==> src/rtl/lcd_spi_stream_ctrl_pkg.sv <==
// Shared definitions for the ST7735S-class SPI streaming controller:
// panel opcodes, panel geometry, byte timing and the top-level state set.
`timescale 1ns/1ps
package lcd_spi_stream_ctrl_pkg;

    // Panel command opcodes
    localparam logic [7:0] OP_SWRESET = 8'h01;
    localparam logic [7:0] OP_SLPOUT  = 8'h11;
    localparam logic [7:0] OP_INVON   = 8'h21;
    localparam logic [7:0] OP_COLMOD  = 8'h3A;
    localparam logic [7:0] OP_MADCTL  = 8'h36;
    localparam logic [7:0] OP_CASET   = 8'h2A;
    localparam logic [7:0] OP_RASET   = 8'h2B;
    localparam logic [7:0] OP_DISPON  = 8'h29;
    localparam logic [7:0] OP_RAMWR   = 8'h2C;

    // Parameter bytes for the single-parameter init entries
    localparam logic [7:0] COLMOD_RGB565 = 8'h05;
    localparam logic [7:0] MADCTL_LAND   = 8'h68;

    // Visible panel geometry and serial byte length
    localparam int LCD_W       = 160;
    localparam int LCD_H       = 80;
    localparam int BYTE_CYCLES = 18;

    typedef enum logic [2:0] {
        ST_HWRST_LOW,
        ST_HWRST_WAIT,
        ST_INIT,
        ST_CMD_DELAY,
        ST_RAMWR,
        ST_PIXELS
    } state_t;

    // Bytes in an init-table entry: the command plus its parameters
    function automatic logic [2:0] init_len(input logic [3:0] idx);
        case (idx)
            4'd3, 4'd4: return 3'd2;
            4'd5, 4'd6: return 3'd5;
            default:    return 3'd1;
        endcase
    endfunction

    // SWRESET, SLPOUT and DISPON need the panel to settle afterwards
    function automatic logic init_needs_delay(input logic [3:0] idx);
        return (idx == 4'd0) || (idx == 4'd1) || (idx == 4'd7);
    endfunction

endpackage

==> src/rtl/lcd_spi_stream_ctrl_byte_tx.sv <==
// 18-cycle write-only SPI byte serializer. A start may be accepted while
// idle or in the final cycle (done), so bytes can run back to back.
`timescale 1ns/1ps
module lcd_spi_byte_tx
    import lcd_spi_stream_ctrl_pkg::*;
(
    input  logic       clk,
    input  logic       rst,
    input  logic       i_start,
    input  logic       i_dc,
    input  logic [7:0] i_byte,
    output logic       o_busy,
    output logic       o_done,
    output logic       o_csx,
    output logic       o_sck,
    output logic       o_sda,
    output logic       o_dc
);

    localparam logic [4:0] LAST_CYCLE = 5'(BYTE_CYCLES - 1);

    logic       r_busy;
    logic [4:0] r_cnt;
    logic [7:0] r_shift;
    logic       r_dc;

    // Cycle counter and shift register; the next bit is presented on the
    // cycle where SCK falls (entering an even cycle c2..c14).
    always_ff @(posedge clk) begin
        if (rst) begin
            r_busy  <= 1'b0;
            r_cnt   <= 5'd0;
            r_shift <= 8'h00;
            r_dc    <= 1'b0;
        end else if (i_start) begin
            r_busy  <= 1'b1;
            r_cnt   <= 5'd0;
            r_shift <= i_byte;
            r_dc    <= i_dc;
        end else if (r_busy) begin
            if (r_cnt == LAST_CYCLE) begin
                r_busy <= 1'b0;
                r_cnt  <= 5'd0;
            end else begin
                r_cnt <= r_cnt + 5'd1;
                if (r_cnt[0] && (r_cnt < 5'd14)) begin
                    r_shift <= {r_shift[6:0], 1'b0};
                end
            end
        end
    end

    assign o_busy = r_busy;
    assign o_done = r_busy && (r_cnt == LAST_CYCLE);
    assign o_csx  = ~(r_busy && (r_cnt != LAST_CYCLE));
    assign o_sck  = r_busy && r_cnt[0] && (r_cnt < LAST_CYCLE);
    assign o_sda  = r_shift[7];
    assign o_dc   = r_dc;

endmodule

==> src/rtl/lcd_spi_stream_ctrl.sv <==
// ST7735S-class panel controller: hardware reset pulse, fixed init table,
// then an endless RGB565 test-pattern stream. FRAME_W/FRAME_H default to the
// full panel; smaller values shorten the streamed frame.
// CMD_WAIT_CYCLES must be at least 2.
`timescale 1ns/1ps
module lcd_spi_stream_ctrl
    import lcd_spi_stream_ctrl_pkg::*;
#(
    parameter int RST_LOW_CYCLES  = 100000,
    parameter int RST_WAIT_CYCLES = 1200000,
    parameter int CMD_WAIT_CYCLES = 1200000,
    parameter int COL_OFFSET      = 1,
    parameter int ROW_OFFSET      = 26,
    parameter int FRAME_W         = LCD_W,
    parameter int FRAME_H         = LCD_H
) (
    input  logic       clk,
    input  logic       rst,
    input  logic       sw_rstn,
    output logic       LCD_CSX,
    output logic       LCD_DC,
    output logic       LCD_SDA,
    output logic       LCD_SCK,
    output logic       SDA_Read,
    output logic       LCD_RSTX,
    output logic [7:0] H_pos,
    output logic [6:0] V_pos,
    output logic [3:0] cmd_num_out,
    output logic [7:0] frame_state_out
);

    localparam logic [20:0] LOW_LAST    = 21'(RST_LOW_CYCLES - 1);
    localparam logic [20:0] WAIT_LAST   = 21'(RST_WAIT_CYCLES - 1);
    localparam logic [20:0] CMD_LAST    = 21'(CMD_WAIT_CYCLES - 1);
    localparam logic [14:0] FRAME_BYTES = 15'(FRAME_W * FRAME_H * 2);
    localparam logic [7:0]  H_LAST      = 8'(FRAME_W - 1);
    localparam logic [6:0]  V_LAST      = 7'(FRAME_H - 1);
    localparam logic [7:0]  COL_FIRST   = 8'(COL_OFFSET);
    localparam logic [7:0]  COL_LAST    = 8'(COL_OFFSET + LCD_W - 1);
    localparam logic [7:0]  ROW_FIRST   = 8'(ROW_OFFSET);
    localparam logic [7:0]  ROW_LAST    = 8'(ROW_OFFSET + LCD_H - 1);
    localparam logic [3:0]  LAST_ENTRY  = 4'd7;
    localparam logic [3:0]  STREAM_IDX  = 4'd8;

    // Byte at position pos of init-table entry idx (pos 0 is the command)
    function automatic logic [7:0] init_byte(input logic [3:0] idx, input logic [2:0] pos);
        logic [7:0] b;
        b = 8'h00;
        case (idx)
            4'd0: b = OP_SWRESET;
            4'd1: b = OP_SLPOUT;
            4'd2: b = OP_INVON;
            4'd3: b = (pos == 3'd0) ? OP_COLMOD : COLMOD_RGB565;
            4'd4: b = (pos == 3'd0) ? OP_MADCTL : MADCTL_LAND;
            4'd5: begin
                case (pos)
                    3'd0:    b = OP_CASET;
                    3'd2:    b = COL_FIRST;
                    3'd4:    b = COL_LAST;
                    default: b = 8'h00;
                endcase
            end
            4'd6: begin
                case (pos)
                    3'd0:    b = OP_RASET;
                    3'd2:    b = ROW_FIRST;
                    3'd4:    b = ROW_LAST;
                    default: b = 8'h00;
                endcase
            end
            4'd7:    b = OP_DISPON;
            default: b = 8'h00;
        endcase
        return b;
    endfunction

    // Test pattern: red from column, green from row, blue from frame count
    function automatic logic [15:0] pattern(input logic [7:0] h, input logic [6:0] v,
                                            input logic [7:0] f);
        return {h[7:3], v[6:1], f[4:0]};
    endfunction

    state_t      r_state;
    logic [20:0] r_cnt;
    logic [3:0]  r_cmd;
    logic [2:0]  r_pidx;
    logic [14:0] r_bcnt;
    logic [7:0]  r_h;
    logic [6:0]  r_v;
    logic [7:0]  r_frame;
    logic        r_rstx;

    logic        w_rst;
    logic        w_busy;
    logic        w_done;
    logic        w_ready;
    logic        w_start;
    logic        w_tx_dc;
    logic [7:0]  w_tx_byte;
    logic [3:0]  w_cmd_next;
    logic [2:0]  w_len;
    logic [7:0]  w_h_adv;
    logic [6:0]  w_v_adv;
    logic [15:0] w_pix_cur;
    logic [15:0] w_pix_next;

    assign w_rst      = rst | ~sw_rstn;
    assign w_ready    = ~w_busy | w_done;
    assign w_cmd_next = r_cmd + 4'd1;
    assign w_len      = init_len(r_cmd);
    assign w_h_adv    = (r_h == H_LAST) ? 8'd0 : r_h + 8'd1;
    assign w_v_adv    = (r_h != H_LAST) ? r_v : ((r_v == V_LAST) ? 7'd0 : r_v + 7'd1);
    assign w_pix_cur  = pattern(r_h, r_v, r_frame);
    assign w_pix_next = pattern(w_h_adv, w_v_adv, r_frame);

    // Choose the next byte to hand to the serializer; a start issued while
    // done is high makes the following byte begin with no idle cycle.
    always_comb begin
        w_start   = 1'b0;
        w_tx_dc   = 1'b0;
        w_tx_byte = 8'h00;
        case (r_state)
            ST_HWRST_WAIT: begin
                if (r_cnt == WAIT_LAST) begin
                    w_start   = 1'b1;
                    w_tx_byte = OP_SWRESET;
                end
            end
            ST_INIT: begin
                if (w_ready) begin
                    if (r_pidx < w_len) begin
                        w_start   = 1'b1;
                        w_tx_dc   = (r_pidx != 3'd0);
                        w_tx_byte = init_byte(r_cmd, r_pidx);
                    end else if (!init_needs_delay(r_cmd)) begin
                        w_start   = 1'b1;
                        w_tx_byte = init_byte(w_cmd_next, 3'd0);
                    end
                end
            end
            ST_CMD_DELAY: begin
                if (r_cnt == CMD_LAST) begin
                    w_start   = 1'b1;
                    w_tx_byte = (r_cmd == LAST_ENTRY) ? OP_RAMWR : init_byte(w_cmd_next, 3'd0);
                end
            end
            ST_RAMWR: begin
                if (w_done) begin
                    w_start   = 1'b1;
                    w_tx_dc   = 1'b1;
                    w_tx_byte = w_pix_cur[15:8];
                end
            end
            ST_PIXELS: begin
                if (w_done) begin
                    w_start = 1'b1;
                    if (r_bcnt == FRAME_BYTES) begin
                        w_tx_byte = OP_RAMWR;
                    end else begin
                        w_tx_dc   = 1'b1;
                        w_tx_byte = r_bcnt[0] ? w_pix_cur[7:0] : w_pix_next[15:8];
                    end
                end
            end
            default: ;
        endcase
    end

    // Sequencer: reset pulse, init table with settle delays, frame stream
    always_ff @(posedge clk) begin
        if (w_rst) begin
            r_state <= ST_HWRST_LOW;
            r_cnt   <= 21'd0;
            r_cmd   <= 4'd0;
            r_pidx  <= 3'd0;
            r_bcnt  <= 15'd0;
            r_h     <= 8'd0;
            r_v     <= 7'd0;
            r_frame <= 8'd0;
            r_rstx  <= 1'b0;
        end else begin
            case (r_state)
                ST_HWRST_LOW: begin
                    if (r_cnt == LOW_LAST) begin
                        r_state <= ST_HWRST_WAIT;
                        r_cnt   <= 21'd0;
                        r_rstx  <= 1'b1;
                    end else begin
                        r_cnt <= r_cnt + 21'd1;
                    end
                end
                ST_HWRST_WAIT: begin
                    if (r_cnt == WAIT_LAST) begin
                        r_state <= ST_INIT;
                        r_cnt   <= 21'd0;
                        r_cmd   <= 4'd0;
                        r_pidx  <= 3'd1;
                    end else begin
                        r_cnt <= r_cnt + 21'd1;
                    end
                end
                ST_INIT: begin
                    if (w_ready) begin
                        if (r_pidx < w_len) begin
                            r_pidx <= r_pidx + 3'd1;
                        end else if (init_needs_delay(r_cmd)) begin
                            // The final CSX-high cycle of the byte counts as the first wait cycle
                            r_state <= ST_CMD_DELAY;
                            r_cnt   <= 21'd1;
                        end else begin
                            r_cmd  <= w_cmd_next;
                            r_pidx <= 3'd1;
                        end
                    end
                end
                ST_CMD_DELAY: begin
                    if (r_cnt == CMD_LAST) begin
                        r_cnt <= 21'd0;
                        if (r_cmd == LAST_ENTRY) begin
                            r_state <= ST_RAMWR;
                            r_cmd   <= STREAM_IDX;
                        end else begin
                            r_state <= ST_INIT;
                            r_cmd   <= w_cmd_next;
                            r_pidx  <= 3'd1;
                        end
                    end else begin
                        r_cnt <= r_cnt + 21'd1;
                    end
                end
                ST_RAMWR: begin
                    if (w_done) begin
                        r_state <= ST_PIXELS;
                        r_bcnt  <= 15'd1;
                    end
                end
                ST_PIXELS: begin
                    if (w_done) begin
                        if (r_bcnt == FRAME_BYTES) begin
                            r_state <= ST_RAMWR;
                            r_bcnt  <= 15'd0;
                            r_h     <= 8'd0;
                            r_v     <= 7'd0;
                            r_frame <= r_frame + 8'd1;
                        end else begin
                            r_bcnt <= r_bcnt + 15'd1;
                            // An even count means the low byte just finished
                            if (!r_bcnt[0]) begin
                                r_h <= w_h_adv;
                                r_v <= w_v_adv;
                            end
                        end
                    end
                end
                default: r_state <= ST_HWRST_LOW;
            endcase
        end
    end

    lcd_spi_byte_tx u_tx (
        .clk     (clk),
        .rst     (w_rst),
        .i_start (w_start),
        .i_dc    (w_tx_dc),
        .i_byte  (w_tx_byte),
        .o_busy  (w_busy),
        .o_done  (w_done),
        .o_csx   (LCD_CSX),
        .o_sck   (LCD_SCK),
        .o_sda   (LCD_SDA),
        .o_dc    (LCD_DC)
    );

    assign SDA_Read        = 1'b0;
    assign LCD_RSTX        = r_rstx;
    assign H_pos           = r_h;
    assign V_pos           = r_v;
    assign cmd_num_out     = r_cmd;
    assign frame_state_out = r_frame;

endmodule

==> config.mk <==
export PLATFORM = sky130hd
export DESIGN_NAME = lcd_spi_stream_ctrl
export DESIGN_NICKNAME = d
export VERILOG_FILES = /design/src/rtl/lcd_spi_stream_ctrl_pkg.sv /design/src/rtl/lcd_spi_stream_ctrl_byte_tx.sv /design/src/rtl/lcd_spi_stream_ctrl.sv
export SDC_FILE = /design/constraint.sdc
export NUM_CORES = 1
export LEC_CHECK = 0
export CORE_UTILIZATION = 35
export DETAILED_ROUTE_END_ITERATION = 8
export PLACE_DENSITY = 0.5
export SLEW_MARGIN = 5
export SYNTH_ARGS = -nofsm -noshare
export SYNTH_HDL_FRONTEND = slang
export SYNTH_SLANG_ARGS = --single-unit
==> constraint.sdc <==
create_clock -name clk -period 3.7 [get_ports clk]
set_input_delay 0.555 -clock clk [delete_from_list [all_inputs] [get_ports clk]]
set_output_delay 0.555 -clock clk [all_outputs]
set_load 0.005 [all_outputs]
Word-level counts from Yosys, hierarchy flattened
Cells that the tools add are included.
Operators by class
  add/subtract/negate cells: 8
  order comparisons: 3
  eq/ne operators: 44
  multiplexer cells: 79
  bitwise logic cells: 5
  reductions and logical operators: 32
Operator list (number)
  2-to-1 mux 8 bit: 15
  2-to-1 mux 21 bit: 5
  case mux 8 bit (8 select lines): 1
  case mux 21 bit (3 select lines): 1
  2-to-1 mux 3 bit: 16
  case mux 6 bit (8 select lines): 1
  2-to-1 mux 15 bit: 3
  case mux 8 bit (5 select lines): 1
  2-to-1 mux 7 bit: 5
  == test 4 x 3 -> 1 bit, second input constant: 8
  case mux 15 bit (2 select lines): 1
  2-to-1 mux 4 bit: 6
  case mux 8 bit (3 select lines): 1
  inequality test 2 bit, second input constant: 11
  adder 21 x 1 -> 21 bit, second input constant: 1
  == test 21 x 17 -> 1 bit, second input constant: 1
  == test 21 bit, second input constant: 1
  case mux 7 bit (3 select lines): 1
  case mux 3 bit (6 select lines): 1
  adder 8 x 1 -> 8 bit, second input constant: 2
  == test 4 x 2 -> 1 bit, second input constant: 4
  adder 15 x 1 -> 15 bit, second input constant: 1
  == test 15 bit, second input constant: 1
  2-to-1 mux 1 bit: 13
  38 further kinds: 70
Word-level totals
  register bits: 85
  bits of input ports: 3
  word-level logic and storage cells: 185

Logic depth before layout (Yosys ltp)
Gate-level depths: netlist of the first run.
  depth in word-level cells: 9
  mapped depth: 13
  mapped depth without buffers: 11

Cells and area by module
A second synthesis of the first run with hierarchy kept.
Second synthesis, totals
  cell total of the unflattened synthesis: 726
  area, all modules: 5676.7 sq um
By module, submodules not included
  lcd_spi_stream_ctrl: times used 1, cells each 641, area each 4890.9 sq um, seq. area each 1401.3 sq um
  lcd_spi_byte_tx: times used 1, cells each 85, area each 785.8 sq um, seq. area each 300.3 sq um

Worst setup path before layout of the first run
Ideal clock, no wire load.
  path kind: flip-flop to flip-flop
  start point: reg r_cmd[0] (netlist: cmd_num_out[0])
  end point: reg u_tx.r_shift[7]
  library setup time: 76 ps
  arrival time: 2736 ps
  slack: 888 ps
  stages on the path, launching flop included: 12
  path buffers: 1
  clock period less this slack: 2812 ps
  cell sequence: dfxtp_1 > ha_1 > clkbuf_1 > nand2b_1 > nand2_1 > nand2_1 > ha_1 > o41ai_2 > o21ai_1 > or3_1 > and3_1 > o22ai_1
Between the ends
  word-level cells in the longest chain between the ends: 9
  elaborated cells between the ends (all ways): 27
  those cells by class: order compare: 1; eq/ne: 8; mux: 10; reduce/logical: 8
Ends and longest elaborated chain
  start: declaration: line lcd_spi_stream_ctrl.sv:85  | logic [3:0] r_cmd;
  start signal: assignment: line lcd_spi_stream_ctrl.sv:211  | r_cmd <= w_cmd_next;
  start signal: assignment: line lcd_spi_stream_ctrl.sv:224  | r_cmd <= w_cmd_next;
  == test 4 x 3 -> 1 bit, or another cell as far along: line lcd_spi_stream_ctrl_pkg.sv:37, lcd_spi_stream_ctrl.sv:49
  OR reduction 2 bit or logical OR 1 bit (tied branches): line lcd_spi_stream_ctrl_pkg.sv:37, lcd_spi_stream_ctrl_pkg.sv:46
  case mux 3 bit (2 select lines) or logical OR 1 bit (tied branches): line lcd_spi_stream_ctrl_pkg.sv:37, lcd_spi_stream_ctrl_pkg.sv:46
  < comparator 3 bit or 2-to-1 mux 1 bit (tied branches): line lcd_spi_stream_ctrl.sv:131, lcd_spi_stream_ctrl.sv:135
  2-to-1 mux 1 bit: line lcd_spi_stream_ctrl.sv:131  | if (r_pidx < w_len) begin
  2-to-1 mux 1 bit: line lcd_spi_stream_ctrl.sv:130  | if (w_ready) begin
  case mux 1 bit (3 select lines): line lcd_spi_stream_ctrl.sv:122  | case (r_state)
  inequality test 2 x 1 -> 1 bit (no source line) or nonzero test 2 bit (tied branches)
  AND reduction 3 bit (no source line)
  end signal: assignment: line lcd_spi_stream_ctrl_byte_tx.sv:38  | r_shift <= i_byte;
  end signal: assignment: line lcd_spi_stream_ctrl_byte_tx.sv:47  | r_shift <= {r_shift[6:0], 1'b0};
  end: declaration: line lcd_spi_stream_ctrl_byte_tx.sv:24  | logic [7:0] r_shift;
Parallel ways exist; a longest one is shown, timed or not.
A chain may end at the register's enable or synchronous reset.

Worst setup path after layout of the first run
  start point: reg r_cmd[0] (netlist: cmd_num_out[0])
  end point: reg u_tx.r_shift[6]
Same word-level chain as after synthesis.

==> impl_metrics.yaml, run 1 <==
sta:
  hold_slack_ns: 0.483
  setup_viol_count_final: 0
  finalHoldViolations: 0
  setup_ws_ns: 0.458
  slew_headroom_pct: 26.0
  maxSlewViolCount: 0
  period_share_pct: 87.6
  grt_setup_unrepaired: "no"
  max_freq_mhz: 308
  worst_pin_slew_ns: 1.10
  fin_tns_setup_ns: 0
  period_minus_slack_ns: 3.24
  finalClockSkew_ns: 0.00831
route:
  viasPerCell: 5.80
  drt_wl_total_um: 16800
  drc_errors: 0
  drt_iter0_drc: 510
  vias: 5519
  dr.pass1.iters: 5
  ant_nets: 0
  wl_per_cell_um: 17.7
synthesis:
  synthesis.nets: 739
  ys_seq_area_share_pct: 30.6
  ys_types: 74
  synth_edf_count: 0
  synth-main-ff-cell: "dfxtp_1"
  synth-seq-cells: 85
  synth_area_mm2: 0.00556
  syn_area_per_cell_um2: 7.79
  synthArstFlopShare_pct: 0
  syn_inst: 714
  yosys_warnings: 0
placed_design:
  place_ws_ns: 0.507
  io_buffers: 34
  hpwl_um: 12300
  place_area_mm2: 0.00611
  gp_congestion: 0.896
setup_path:
  crit_chain: "ha_1, nor2b_1, o41ai_2, o21ai_1, nand4_1, o22ai_1"
  critPathRequiredTime_ns: 3.97
  path_buf_inv: 0
  cp_max_fo: 12
  cpPeakStageDelay_ns: 0.60
  r2r-start: "cmd_num_out[0]$_SDFFE_PP0P_"
  worstSetupPathType: "reg -> reg"
  ff2ff_setup_slack_ns: 0.46
  cp-start-kind: "flip-flop"
  r2r_cells: 6
  path_depth: 6
  arrival_ns: 3.51
  cp_slowest_cell: "nand4_1"
  critPathCaptureType: "flip-flop"
  crit_family: "simple AND/OR/NAND/NOR gates"
  worstReg2RegEnd: "u_tx.r_shift[6]$_SDFFE_PP0P_"
clock_network:
  cts.sinks: 85
  cts_buffer_depth: 2
  clk_pin_slew_worst_paths_ns: 0.06
  cts_root_buffer: "clkbuf_16"
  cts_hold_buf: 0
  tritoncts: "yes"
  cts_made_buffers: 9
  worstSkewPairLatency_ns: 0.36
  post_cts_buffers: 0
  post_cts_resized: 0
  htree_levels: 3
power:
  p_leak_nw: 2.01
  vdd_ir_drop_max_v: 0.000205
  powerDensity_mw_per_mm2: 285
min_path:
  whs_endpoint: "u_tx.r_shift[0]$_SDFFE_PP0P_"
  hold_path_startpoint: "u_tx.r_shift[0]$_SDFFE_PP0P_"
  hold_class: "reg -> reg"
  hold-path-cell-count: 2
floorplanning:
  die-area_mm2: 0.0164
  die_w_um: 128
  initial_utilization_pct: 36.2
  die_height_um: 128
  fp-row-count: 45
  core-area_mm2: 0.0154
  boundaryPins: 36
grt:
  grt_overflow: 0
  first_global_vias: 5132
  antenna_found_initial: 0
  grtUsageTotal_pct: 21.5
  grt_pass1_wl_um: 27600
  grt_max_degree: 24
layout:
  drive_above_1_share_pct: 5.13
  final_nets: 761
  utilization_pct: 41.5
  area_growth_syn_to_layout_pct: 14.7
  post-route-cell-area_mm2: 0.00638
  antenna_cells: 0
status:
  status: "complete, no violations"
run:
  drv_cap: 0
where the power goes:
group / internal [W] / total, W / switching, W
clock network: 0.000475 / 0.000874 / 0.000399
logic: 0.00000711 / 0.0000273 / 0.0000202
registers: 0.000916 / 0.000917 / 0.000000931
total: 0.00140 / 0.00182 / 0.000420
layout by cell type (no fill, tap or decap), types with 4 or more instances in the layout:
cell,synthesis,final
a211oi_1,15,15
a21o_1,8,8
a21oi_1,48,48
a22oi_1,6,6
and2_1,4,4
and3_1,11,11
and4_1,6,6
buf_4,2,12
clkbuf_16,0,9
clkdlybuf4s50_1,0,34
dfxtp_1,85,85
ha_1,22,22
inv_1,23,23
mux2i_1,8,8
nand2_1,47,47
nand2b_1,8,7
nand3_1,41,41
nand3b_1,4,4
nand4_1,25,25
nor2_1,80,80
nor2b_1,9,9
nor3_1,26,26
nor4_1,14,14
nor4b_1,4,4
nor4bb_1,4,4
o211ai_1,4,4
o21ai_0,29,29
o21ai_1,13,13
o22ai_1,8,8
o31ai_1,8,8
or3_1,9,9
or4_1,10,10
xnor2_1,15,15
xor2_1,24,24
cells by family after synthesis:
group | after synthesis | share of synthesized area [%]
xor+xnor | 39 | 6.14
fa+ha+maj | 22 | 4.95
other cells | 1 | 0.0674
flops | 85 | 30.6
mux | 10 | 1.84
compound gates | 182 | 21.9
simple gates | 317 | 30.3
buf+inv | 58 | 4.21
how the worst max path moves through the flow:
stage / start / endpoint / slack (ns)
6_report: cmd_num_out[0]$_SDFFE_PP0P_ / u_tx.r_shift[6]$_SDFFE_PP0P_ / 0.46
5_1_grt: cmd_num_out[0]$_SDFFE_PP0P_ / u_tx.r_cnt[4]$_SDFFE_PP0P_ / 0.16
4_1_cts: cmd_num_out[0]$_SDFFE_PP0P_ / u_tx.r_shift[6]$_SDFFE_PP0P_ / 0.50
3_5_place_dp: cmd_num_out[0]$_SDFFE_PP0P_ / r_pidx[2]$_SDFFE_PP0P_ / 0.51
3_3_place_gp: cmd_num_out[0]$_SDFFE_PP0P_ / u_tx.r_cnt[3]$_SDFFE_PP0P_ / 0.63
2_1_floorplan: cmd_num_out[0]$_SDFFE_PP0P_ / u_tx.r_shift[7]$_SDFFE_PP0P_ / 0.89
per-layer routing:
metal	GRT usage (%)	part of all wire, %
met5	0	0
met1	29.4	47
met2	33.8	46
met3	4.97	5.6
met4	5.67	1.2
cells in the mapped netlist, types with 14 or more instances:
cell type | count | area, µm²
o21ai_0 | 29 | 145
nand4_1 | 25 | 156
nor2_1 | 80 | 300
ha_1 | 22 | 275
a21oi_1 | 48 | 240
dfxtp_1 | 85 | 1700
nand3_1 | 41 | 205
xnor2_1 | 15 | 131
nor3_1 | 26 | 130
a211oi_1 | 15 | 113
clkbuf_1 | 23 | 86.3
nor4_1 | 14 | 87.6
inv_1 | 23 | 86.3
nand2_1 | 47 | 176
xor2_1 | 24 | 210
worst min-delay path: stages, from the launching register on:
cell     delay (ns)
dfxtp_1        0.31
nand2_1        0.06
o22ai_1        0.07
through the flow:
stage	cells	total power, W
after floorplan	714	0.000955
after global placement	936	0.000964
after detailed placement	936	0.000965
after CTS	952	0.00184
after global routing	952	0.00188
final	952	0.00182
cell type report:
class / instances / area, µm²
Fill cell: 1612 / 8990
Multi-Input combinational cell: 571 / 3630
Sequential cell: 85 / 1700
Timing Repair Buffer: 46 / 430
Tap cell: 211 / 264
Clock buffer: 13 / 250
Inverter: 23 / 86.3
Clock inverter: 3 / 18.8
flip-flops by register name, summed over array words and instances (netlist names):
register,flops
r_cnt,21
r_bcnt,15
H_pos,8
frame_state_out,8
u_tx.r_shift,8
V_pos,7
u_tx.r_cnt,5
cmd_num_out,4
r_pidx,3
r_state,3
LCD_RSTX,1
u_tx.o_busy,1
u_tx.o_dc,1
No activity file was read; power rests on OpenSTA's default activity.
==> inputs of run 2 (changes only) <==
--- a/config.mk
+++ b/config.mk
@@ -5,10 +5,10 @@
 export SDC_FILE = /design/constraint.sdc
 export NUM_CORES = 1
 export LEC_CHECK = 0
-export CORE_UTILIZATION = 35
+export CORE_UTILIZATION = 41
 export DETAILED_ROUTE_END_ITERATION = 8
-export PLACE_DENSITY = 0.5
-export SLEW_MARGIN = 5
+export GPL_TIMING_DRIVEN = 0
+export PLACE_DENSITY = 0.57
 export SYNTH_ARGS = -nofsm -noshare
 export SYNTH_HDL_FRONTEND = slang
 export SYNTH_SLANG_ARGS = --single-unit
==> run 2 against run 1 <==
Global-route usage rose by 3.0 points. Clock skew shrank 0.00070 ns. Core utilization is 7.2 points higher. Cell count down 1.4%. Sequential share of layout area decreased by 0.26 points.
==> impl_metrics.yaml, run 2 (same netlist as run 1, synthesis figures left out) <==
setup_path:
  cp_max_fo: 11
  critPathCaptureType: "flip-flop"
  worstSetupPathType: "reg -> reg"
  cp-start-kind: "flip-flop"
  critPathRequiredTime_ns: 3.91
  arrival_ns: 3.66
grt:
  grt_pass1_wl_um: 27300
  grtUsageTotal_pct: 24.5
  grt_overflow: 0
  first_global_vias: 5299
  grt_max_degree: 15
  antenna_found_initial: 0
sta:
  grt_setup_unrepaired: "no"
  maxSlewViolCount: 0
  period_share_pct: 93.1
  setup_viol_count_final: 0
  worst_pin_slew_ns: 1.09
  fin_tns_setup_ns: 0
  period_minus_slack_ns: 3.44
  finalHoldViolations: 0
  max_freq_mhz: 290
  setup_ws_ns: 0.256
  hold_slack_ns: 0.475
  finalClockSkew_ns: 0.00761
  slew_headroom_pct: 27.0
clock_network:
  cts_hold_buf: 0
  clk_pin_slew_worst_paths_ns: 0.06
  tritoncts: "yes"
  cts.sinks: 85
  htree_levels: 3
  worstSkewPairLatency_ns: 0.36
  cts_root_buffer: "clkbuf_16"
  cts_made_buffers: 9
  cts_buffer_depth: 2
layout:
  nFillCells: 1325
  largest_register: "r_cnt"
  antenna_cells: 0
  multi_input_area_mm2: 0.00363
  largestRegisters: "r_cnt (21), r_bcnt (15)"
  final_nets: 784
  final_common_cell: "dfxtp_1"
  largest_reg_flops: 21
  register_area_mm2: 0.00170
  final_cells: 939
  area_growth_syn_to_layout_pct: 15.9
  layout_common_cells: "85 x dfxtp_1, 80 x nor2_1, 48 x a21oi_1, 47 x nand2_1, 41 x nand3_1"
  drive_above_1_share_pct: 4.85
route:
  viasPerCell: 5.98
  wl_per_cell_um: 17.8
  drt_wl_total_um: 16700
  drt_iter0_drc: 492
  vias: 5618
  ant_nets: 0
  drc_errors: 0
  dr.pass1.iters: 5
run:
  drv_cap: 0
status:
  status: "complete, no violations"
placed_design:
  gp_congestion: 0.913
  place_ws_ns: 0.227
  hpwl_um: 12400
  dp.cells: 924
  io_buffers: 34
min_path:
  hold_class: "reg -> reg"
power:
  pwr-share-clk_pct: 50.9
  power_w: 0.00193
  power.internal_w: 0.00151
  vdd_ir_drop_max_v: 0.000162
  p_seq_share_pct: 47.4
  p_comb_share_pct: 1.6
  power.switching_w: 0.000420
  p_sw_share_pct: 21.7
  powerDensity_mw_per_mm2: 300
  p_leak_nw: 2.05
floorplanning:
  fp-row-count: 42
  die_height_um: 118
  core-area_mm2: 0.0132
  boundaryPins: 36
  initial_utilization_pct: 42.0
  die_w_um: 118
  die-area_mm2: 0.0140
## run 2: cell types whose count changed in the layout (fill, tap and decap cells not counted), sizes merged
cell	before	now
clkinv	2	3
clkbuf	13	32
bufinv	0	2
## run 2: cell type report
class	instances	share of cell area, %
buffer	35	2.31
tap	176	3.42
clock inverter	6	1.36
sequential	85	26.4
multi-input combinational	571	56.4
inverter	23	1.34
timing repair buffer	34	5.28
clock buffer	9	3.49
## run 2: repair_timing
item / in CTS / in global routing
setup endpoints to repair: 0 / 20
setup buffers: 0 / 0
endpoints found under the hold margin: 0 / 0
gates resized for setup: 0 / 3
## run 2: final timing paths
path,cells after the start,end,slack (ns),from
setup / recovery,12,u_tx.r_shift[3]$_SDFFE_PP0P_,0.26,cmd_num_out[0]$_SDFFE_PP0P_
hold / removal,2,r_cnt[1]$_SDFFE_PP0P_,0.48,r_cnt[1]$_SDFFE_PP0P_
setup reg to reg,12,u_tx.r_shift[3]$_SDFFE_PP0P_,0.26,cmd_num_out[0]$_SDFFE_PP0P_
hold reg to reg,2,r_cnt[1]$_SDFFE_PP0P_,0.48,r_cnt[1]$_SDFFE_PP0P_
## run 2: through the flow
step                utilization, %  cell area [µm²]
global placement              46.2             6120
global route                  48.7             6440
detailed placement            46.2             6120
finish                        48.7             6440
CTS                           48.6             6440
floorplan                        -             5560
## run 2: routing by layer
metal	track usage (%)	vias up	share of wire, %	routed length, µm
met2	39.8	155	46	7730
li1	-	2755	-	-
met1	32.3	2681	47	7860
met5	0	-	0	0
met4	9.73	0	2.3	384
met3	3.91	27	4.6	770
## run 2: power groups by stage
stage	sequential [W]	combinational, W	clock (W)
after floorplan	0.000937	0.0000176	0
after global placement	0.000937	0.0000308	0
after detailed placement	0.000937	0.0000309	0
after CTS	0.000916	0.0000310	0.00100
after global routing	0.000916	0.0000341	0.00104
final	0.000917	0.0000317	0.000984
## run 2: critical path, cell delays in order, from the launching register on
cell and delay, ns:
dfxtp_1 0.41, inv_1 0.13, ha_1 0.21, clkbuf_1 0.36, nand2_1 0.13, nand2_1 0.07
nand2_1 0.06, ha_1 0.24, o41ai_2 0.50, o21ai_1 0.33, nand4_1 0.26, clkbuf_1 0.42
o22ai_1 0.15
